===== config.mk =====
export PLATFORM = sky130hd
export DESIGN_NAME = char_box_overlay
export DESIGN_NICKNAME = d
export VERILOG_FILES = /design/src/rtl/char_box_overlay_pkg.sv /design/src/rtl/char_box_hit.sv /design/src/rtl/char_box_overlay.sv
export SDC_FILE = /design/constraint.sdc
export NUM_CORES = 2
export LEC_CHECK = 0
export BUFFER_PORTS_ARGS = -buffer_cell sky130_fd_sc_hd__buf_2
export CORE_MARGIN = 4
export CORE_UTILIZATION = 38
export CTS_CLUSTER_SIZE = 30
export DETAILED_ROUTE_END_ITERATION = 6
export PLACE_DENSITY = 0.65
export SKIP_CTS_REPAIR_TIMING = 1
export SYNTH_ARGS = -nofsm -noshare
export SYNTH_HDL_FRONTEND = slang
export SYNTH_HIERARCHICAL = 1
export SYNTH_SLANG_ARGS = --single-unit

===== constraint.sdc =====
create_clock -name pixelclk -period 20.6 [get_ports pixelclk]
set_clock_uncertainty 0.15 [all_clocks]
set_input_delay 2.06 -clock pixelclk [delete_from_list [all_inputs] [get_ports pixelclk]]
set_output_delay 2.06 -clock pixelclk [all_outputs]
set_load 0.005 [all_outputs]

===== src/rtl/char_box_overlay_pkg.sv =====
// char_seg_pkg: shared types and helpers for the character-box overlay.
//   NUM_BOX  number of character boxes published by the projection stage
//   COORD_W  width of every pixel coordinate
//   coord_t  one coordinate; ext_t is one bit wider so edge arithmetic never wraps
//   box_t    left/right column pair of one box
//   box_ok   horizontal validity of a box: ordered, wide enough, on screen
package char_seg_pkg;

  localparam int NUM_BOX = 8;
  localparam int COORD_W = 12;

  typedef logic [COORD_W-1:0] coord_t;
  typedef logic [COORD_W:0]   ext_t;

  typedef struct packed {
    coord_t l;
    coord_t r;
  } box_t;

  function automatic logic box_ok(input coord_t l, input coord_t r,
                                  input ext_t img_w, input ext_t min_w);
    ext_t w;
    w = ext_t'(r) - ext_t'(l) + ext_t'(1);
    return (l < r) && (w >= min_w) && (ext_t'(r) < img_w);
  endfunction

endpackage


===== src/rtl/char_box_hit.sv =====
// char_box_hit: decides, one pixel at a time, whether the pixel lies on the
// border of a single character box. Output is registered (pipeline stage 1).
// Optional feature macro: BOX_INDEX_TICK_EN adds a short tick of BOX_NUM pixels
// just inside the top-left corner so each box can be identified on screen.
//   pixelclk, reset      clock, async active-high reset
//   valid                box is valid for the current frame
//   box                  shadowed left/right columns
//   vl, vr               shadowed top/bottom rows (shared by all boxes)
//   top_edge, bot_edge   last row of top border / first row of bottom border
//   h, v                 coordinates of the incoming pixel
//   hit                  pixel must be painted with the border colour
module char_box_hit
  import char_seg_pkg::*;
#(
  parameter int BORDER_T = 2
`ifdef BOX_INDEX_TICK_EN
  , parameter int BOX_NUM = 1
`endif
)(
  input  logic   pixelclk,
  input  logic   reset,
  input  logic   valid,
  input  box_t   box,
  input  coord_t vl,
  input  coord_t vr,
  input  ext_t   top_edge,
  input  ext_t   bot_edge,
  input  coord_t h,
  input  coord_t v,
  output logic   hit
);

  localparam ext_t BT1 = ext_t'(BORDER_T - 1);

  ext_t l_x, r_x, h_x, v_x, lo_edge, ri_edge;
  logic in_box, on_border, mark;

  assign l_x = ext_t'(box.l);
  assign r_x = ext_t'(box.r);
  assign h_x = ext_t'(h);
  assign v_x = ext_t'(v);

  // Right edge clamps at column 0 so a box narrower than the border fills solid.
  assign lo_edge = l_x + BT1;
  assign ri_edge = (r_x >= BT1) ? r_x - BT1 : '0;

  assign in_box    = (v >= vl) && (v <= vr) && (h >= box.l) && (h <= box.r);
  assign on_border = (h_x <= lo_edge) || (h_x >= ri_edge) ||
                     (v_x <= top_edge) || (v_x >= bot_edge);

`ifdef BOX_INDEX_TICK_EN
  localparam ext_t BT = ext_t'(BORDER_T);
  logic tick;
  assign tick = (v_x == ext_t'(vl) + BT) && (h_x >= l_x + BT) &&
                (h_x < l_x + BT + ext_t'(BOX_NUM));
  assign mark = on_border || tick;
`else
  assign mark = on_border;
`endif

  always_ff @(posedge pixelclk or posedge reset) begin
    if (reset) hit <= 1'b0;
    else       hit <= valid && in_box && mark;
  end

endmodule


===== src/rtl/char_box_overlay.sv =====
// char_box_overlay: latches the eight character boxes published by the
// segmentation stage once per frame and draws a solid border around every
// valid box on the live RGB stream. Latency is 2 pixel clocks on all outputs.
// Optional feature macro: BOX_INDEX_TICK_EN (box-number tick inside each box).
//   pixelclk, reset                  clock, async active-high reset
//   i_rgb, i_hs, i_vs, i_de          input video
//   i_hcount, i_vcount               coordinates of i_rgb
//   hcount_l1..8, hcount_r1..8       left/right column of box 1..8
//   vcount_l, vcount_r               shared top/bottom row
//   o_rgb, o_hs, o_vs, o_de          output video, 2 cycles behind input
//   o_box_valid                      bit k-1 set when box k is drawn this frame
module char_box_overlay
  import char_seg_pkg::*;
#(
  parameter int                        IMG_WIDTH_LINE = 1920,
  parameter int                        IMG_WIDTH_DATA = 24,
  parameter int                        BORDER_T       = 2,
  parameter int                        MIN_W          = 4,
  parameter logic [IMG_WIDTH_DATA-1:0] BOX_COLOR      = 24'hFF0000
)(
  input  logic                      pixelclk,
  input  logic                      reset,
  input  logic [IMG_WIDTH_DATA-1:0] i_rgb,
  input  logic                      i_hs,
  input  logic                      i_vs,
  input  logic                      i_de,
  input  logic [COORD_W-1:0]        i_hcount,
  input  logic [COORD_W-1:0]        i_vcount,
  input  logic [COORD_W-1:0]        hcount_l1, hcount_l2, hcount_l3, hcount_l4,
  input  logic [COORD_W-1:0]        hcount_l5, hcount_l6, hcount_l7, hcount_l8,
  input  logic [COORD_W-1:0]        hcount_r1, hcount_r2, hcount_r3, hcount_r4,
  input  logic [COORD_W-1:0]        hcount_r5, hcount_r6, hcount_r7, hcount_r8,
  input  logic [COORD_W-1:0]        vcount_l,
  input  logic [COORD_W-1:0]        vcount_r,
  output logic [IMG_WIDTH_DATA-1:0] o_rgb,
  output logic                      o_hs,
  output logic                      o_vs,
  output logic                      o_de,
  output logic [NUM_BOX-1:0]        o_box_valid
);

  localparam ext_t BT1 = ext_t'(BORDER_T - 1);

  box_t   box_in [NUM_BOX];
  box_t   box_sh [NUM_BOX];
  coord_t vl_sh, vr_sh;
  logic   vs_r, cap, cap_d;
  logic [NUM_BOX-1:0] valid_next, hit;
  ext_t   top_edge, bot_edge;
  logic [IMG_WIDTH_DATA-1:0] rgb_d1;
  logic   hs_d1, vs_d1, de_d1;

  assign box_in[0] = {hcount_l1, hcount_r1};
  assign box_in[1] = {hcount_l2, hcount_r2};
  assign box_in[2] = {hcount_l3, hcount_r3};
  assign box_in[3] = {hcount_l4, hcount_r4};
  assign box_in[4] = {hcount_l5, hcount_r5};
  assign box_in[5] = {hcount_l6, hcount_r6};
  assign box_in[6] = {hcount_l7, hcount_r7};
  assign box_in[7] = {hcount_l8, hcount_r8};

  // Upstream refreshes its boundaries on the vs rising-edge cycle, so the
  // capture strobe runs one cycle behind the edge; validity follows a cycle later.
  always_ff @(posedge pixelclk or posedge reset) begin
    if (reset) begin
      vs_r        <= 1'b0;
      cap         <= 1'b0;
      cap_d       <= 1'b0;
      vl_sh       <= '0;
      vr_sh       <= '0;
      o_box_valid <= '0;
      for (int k = 0; k < NUM_BOX; k++) box_sh[k] <= '0;
    end else begin
      vs_r  <= i_vs;
      cap   <= i_vs & ~vs_r;
      cap_d <= cap;
      if (cap) begin
        box_sh <= box_in;
        vl_sh  <= vcount_l;
        vr_sh  <= vcount_r;
      end
      if (cap_d) o_box_valid <= valid_next;
    end
  end

  always_comb begin
    valid_next = '0;
    for (int k = 0; k < NUM_BOX; k++)
      valid_next[k] = box_ok(box_sh[k].l, box_sh[k].r,
                             ext_t'(IMG_WIDTH_LINE), ext_t'(MIN_W)) &&
                      (vl_sh < vr_sh);
  end

  assign top_edge = ext_t'(vl_sh) + BT1;
  assign bot_edge = (ext_t'(vr_sh) >= BT1) ? ext_t'(vr_sh) - BT1 : '0;

  for (genvar k = 0; k < NUM_BOX; k++) begin : g_box
    char_box_hit #(
      .BORDER_T(BORDER_T)
`ifdef BOX_INDEX_TICK_EN
      , .BOX_NUM(k + 1)
`endif
    ) u_hit (
      .pixelclk (pixelclk),
      .reset    (reset),
      .valid    (o_box_valid[k]),
      .box      (box_sh[k]),
      .vl       (vl_sh),
      .vr       (vr_sh),
      .top_edge (top_edge),
      .bot_edge (bot_edge),
      .h        (i_hcount),
      .v        (i_vcount),
      .hit      (hit[k])
    );
  end

  // Stage 1 delays the video alongside the hit registers; stage 2 muxes.
  always_ff @(posedge pixelclk or posedge reset) begin
    if (reset) begin
      rgb_d1 <= '0;
      hs_d1  <= 1'b0;
      vs_d1  <= 1'b0;
      de_d1  <= 1'b0;
      o_rgb  <= '0;
      o_hs   <= 1'b0;
      o_vs   <= 1'b0;
      o_de   <= 1'b0;
    end else begin
      rgb_d1 <= i_rgb;
      hs_d1  <= i_hs;
      vs_d1  <= i_vs;
      de_d1  <= i_de;
      o_rgb  <= (|hit && de_d1) ? BOX_COLOR : rgb_d1;
      o_hs   <= hs_d1;
      o_vs   <= vs_d1;
      o_de   <= de_d1;
    end
  end

endmodule


==> flow_summary.toml <==
[run_status]
outcome = "finished clean"

[die]
rows = 119
initial_core_util_pct = 38.4
design.core.area_um2 = 106000
die_w_um = 335
die_area_um2 = 112000
chipHeight_um = 335
io_pins = 304

[worst_hold_path]
hold_depth = 0
hold_start = "hs_d1"
hold_path_class = "register to register"

[sta]
finalMaxSlewViolations = 0
rsz0062_at_grt = "false"
hold_viol_final = 0
tns_ns = 0
relSlewSlack_pct = 24.6
setup_viol = 0
period_minus_slack_ns = 4.81
fin_crit_sh_pct = 23.3
max_freq_ghz = 0.208
worst_slew_pin_slew_ns = 1.13

[logic_synthesis]
yosysWarnings = 6
ys_types = 93
synthArstFlopShare_pct = 100
ys_ff_latch = 288
avgSynthCellArea_um2 = 8.15
synth.area.mux_share_pct = 1.20
synth_area_um2 = 40600
synth_cells = 4973
synthAdderAreaFrac_pct = 33.7
syn_nets = 6328
synth_xor_area_share_pct = 4.29
yosys.area_share.simple_pct = 16.1
synth_top_family_by_area = "adder cells"
synth-main-ff-cell = "dfrtp_1"
yosysSeqAreaShare_pct = 17.8
synth_edf_count = 0
synth-compound-area-share_pct = 18.4

[finish]
syn_to_final_growth_pct = 11.4
drive_gt1_share_pct = 9.21
final_nets = 6648
finalNonFillerCells = 6716
fill_cells = 10600
seq_area_um2 = 7210
final_cell_mix = "ha_1 (1,078), inv_1 (838), nand2_1 (390)"
multi_input_area_um2 = 29900
final_common_cell = "ha_1"

[clock_tree]
htreeDepth = 2
clk_pin_slew_ns = 0.08
clk_latency_ns = 0.62
cts_sinks = 288
cts_tree = "done"
cts_buffer_depth = 3
ctsRootBufferMaster = "clkbuf_16"
cts_buffers = 39

[global_routing]
grt_pass1_wl_um = 199000
grt_usage_pct = 22.2
grt_pass1_vias = 35900
grt_max_degree = 184
antenna_found_initial = 5
overflow = 0

[worst_setup_path]
path_class = "register to register"
startpoint = "vr_sh[4]"
startpoint_type = "register"
path_depth = 13
path_cells = "inv_1, nand4_1, nor4_1, nand2_1, nor3b_1, nor2_1, inv_1, ha_1, a211oi_1, nor2_1, o41ai_1, o211ai_1, o31a_1"
cpPeakStageDelay_ns = 0.93
critical_path.slowest_cell = "nor3b_1"
reg2regPathDepth = 13
crit_path_max_fanout = 12
r2r-start = "vr_sh[4]"
cp_data_required_time_ns = 20.96
critPathBufInv = 2
end_kind = "register"
cp.arrival_ns = 5.17
path_delay_family = "simple AND/OR/NAND/NOR gates"

[pwr]
p_leak_nw = 22.8
ir_drop_mv = 0.0537
powerDensity_nw_per_um2 = 69.4
internal-power_mw = 1.74
p_seq_share_pct = 24.7
clkPwrFrac_pct = 22.7
switchingPower_mw = 1.39
swShare_pct = 44.5
combPwrFrac_pct = 52.6

[detailed_routing]
viasPerCell = 5.49
wl_um = 128000
dr_total_vias = 36900
wl_per_cell_um = 19.0
drt-initial-drc-count = 2554
drtAntennaViolNets = 0
drt_pass1_iterations = 7
drc = 0

[job]
cap_viol_max_count = 0

[place]
dp_hpwl_um = 96900
place.gp.congestion = 0.926
port-buffer-count = 303
dp.cells = 6643
==> cell usage after synthesis (14+ instances only) <==
| cell | n | share of area, % |
|---|---|---|
| ha_1 | 1078 | 33 |
| inv_1 | 839 | 7.8 |
| nand2_1 | 390 | 3.6 |
| o21ai_0 | 339 | 4.2 |
| a21oi_1 | 312 | 3.9 |
| dfrtp_1 | 288 | 18 |
| nor2_1 | 184 | 1.7 |
| nand3_1 | 176 | 2.2 |
| xnor2_1 | 160 | 3.5 |
| nand4_1 | 122 | 1.9 |
| a21o_1 | 109 | 2.0 |
| nor3_1 | 87 | 1.1 |
| nor2b_1 | 69 | 1.1 |
| nand2b_1 | 65 | 1.0 |
| a211oi_1 | 52 | 0.96 |
| clkbuf_1 | 48 | 0.44 |
| o211ai_1 | 48 | 0.89 |
| a31oi_1 | 38 | 0.59 |
| xor2_1 | 37 | 0.80 |
| o21a_1 | 33 | 0.61 |
| a211o_1 | 32 | 0.69 |
| nor4_1 | 32 | 0.49 |
| mux2_2 | 29 | 0.81 |
| and2_1 | 24 | 0.37 |
| a2111oi_0 | 23 | 0.50 |
| and4_1 | 21 | 0.45 |
| and3_1 | 18 | 0.28 |
| a41oi_1 | 17 | 0.37 |
| o31ai_1 | 16 | 0.30 |
| mux2i_1 | 15 | 0.37 |
| o31a_1 | 14 | 0.30 |
==> per-stage QoR <==
step / hold WS (ns) / power [mW] / instance area (um2) / util [%] / worst slack (ns)
6_report: 0.198 / 3.13 / 45200 / 42.8 / 15.79
5_1_grt: 0.202 / 3.41 / 45100 / 42.8 / 15.35
4_1_cts: 0.199 / 3.14 / 45100 / 42.8 / 15.86
3_5_place_dp: 0.186 / 2.40 / 43900 / 41.5 / 15.77
3_3_place_gp: 0.183 / 2.36 / 43900 / 41.5 / 15.81
2_1_floorplan: 0.181 / 1.92 / 40600 / - / 10.67
==> sequential cells by signal, summed over array words and instances (netlist names) <==
name / flops
o_vs: 1
vr_sh: 12
box_sh: 192
vl_sh: 12
hs_d1: 1
cap: 1
o_de: 1
g_box.u_hit/hit: 8
de_d1: 1
vs_d1: 1
rgb_d1: 24
o_box_valid: 8
o_rgb: 24
cap_d: 1
o_hs: 1
==> worst paths after layout <==
path / endpoint / slack [ns]
min reg2reg: o_hs / 0.20
max reg2reg: g_box[0].u_hit/hit / 15.79
max in group asynchronous: rgb_d1[21] / 17.27
max: g_box[0].u_hit/hit / 15.79
min: o_hs / 0.20
min in group asynchronous: g_box[0].u_hit/hit / 1.32
==> cell families (layout without fill, tap and decap cells) <==
kind of cell	after synthesis	count (layout)
buffers and inverters	901	1249
AO/OA/AOI/OAI	1177	1177
XOR/XNOR	198	198
multiplexers	45	45
AND/OR/NAND/NOR	1275	1275
adder cells (fa/ha/maj)	1089	1089
other	0	4
flip-flops	288	288
==> metal layers <==
layer / vias to the layer above / routed length [um] / GRT usage [%]
met1: 17500 / 59000 / 30.5
met5: - / 13 / 0
met4: 2 / 3950 / 6.41
met2: 949 / 57900 / 36.9
li1: 18200 / - / -
met3: 183 / 6700 / 2.39
==> layout make-up <==
class | count | share of cell area [%]
antenna | 4 | 0.0222
timing repair buffer | 340 | 4.00
tap | 1391 | 3.85
multi-input combinational | 3784 | 66.3
clock buffer | 48 | 2.30
sequential | 288 | 16.0
inverter | 840 | 7.00
clock inverter | 21 | 0.546
==> power groups by stage <==
stage / registers (mW) / logic [mW] / clock network [mW]
detailed placement: 0.782 / 1.62 / 0
finish: 0.774 / 1.65 / 0.710
global route: 0.784 / 1.88 / 0.751
CTS: 0.773 / 1.63 / 0.732
floorplan: 0.725 / 1.20 / 0
global placement: 0.780 / 1.58 / 0
(Power assumes the default switching activity.)
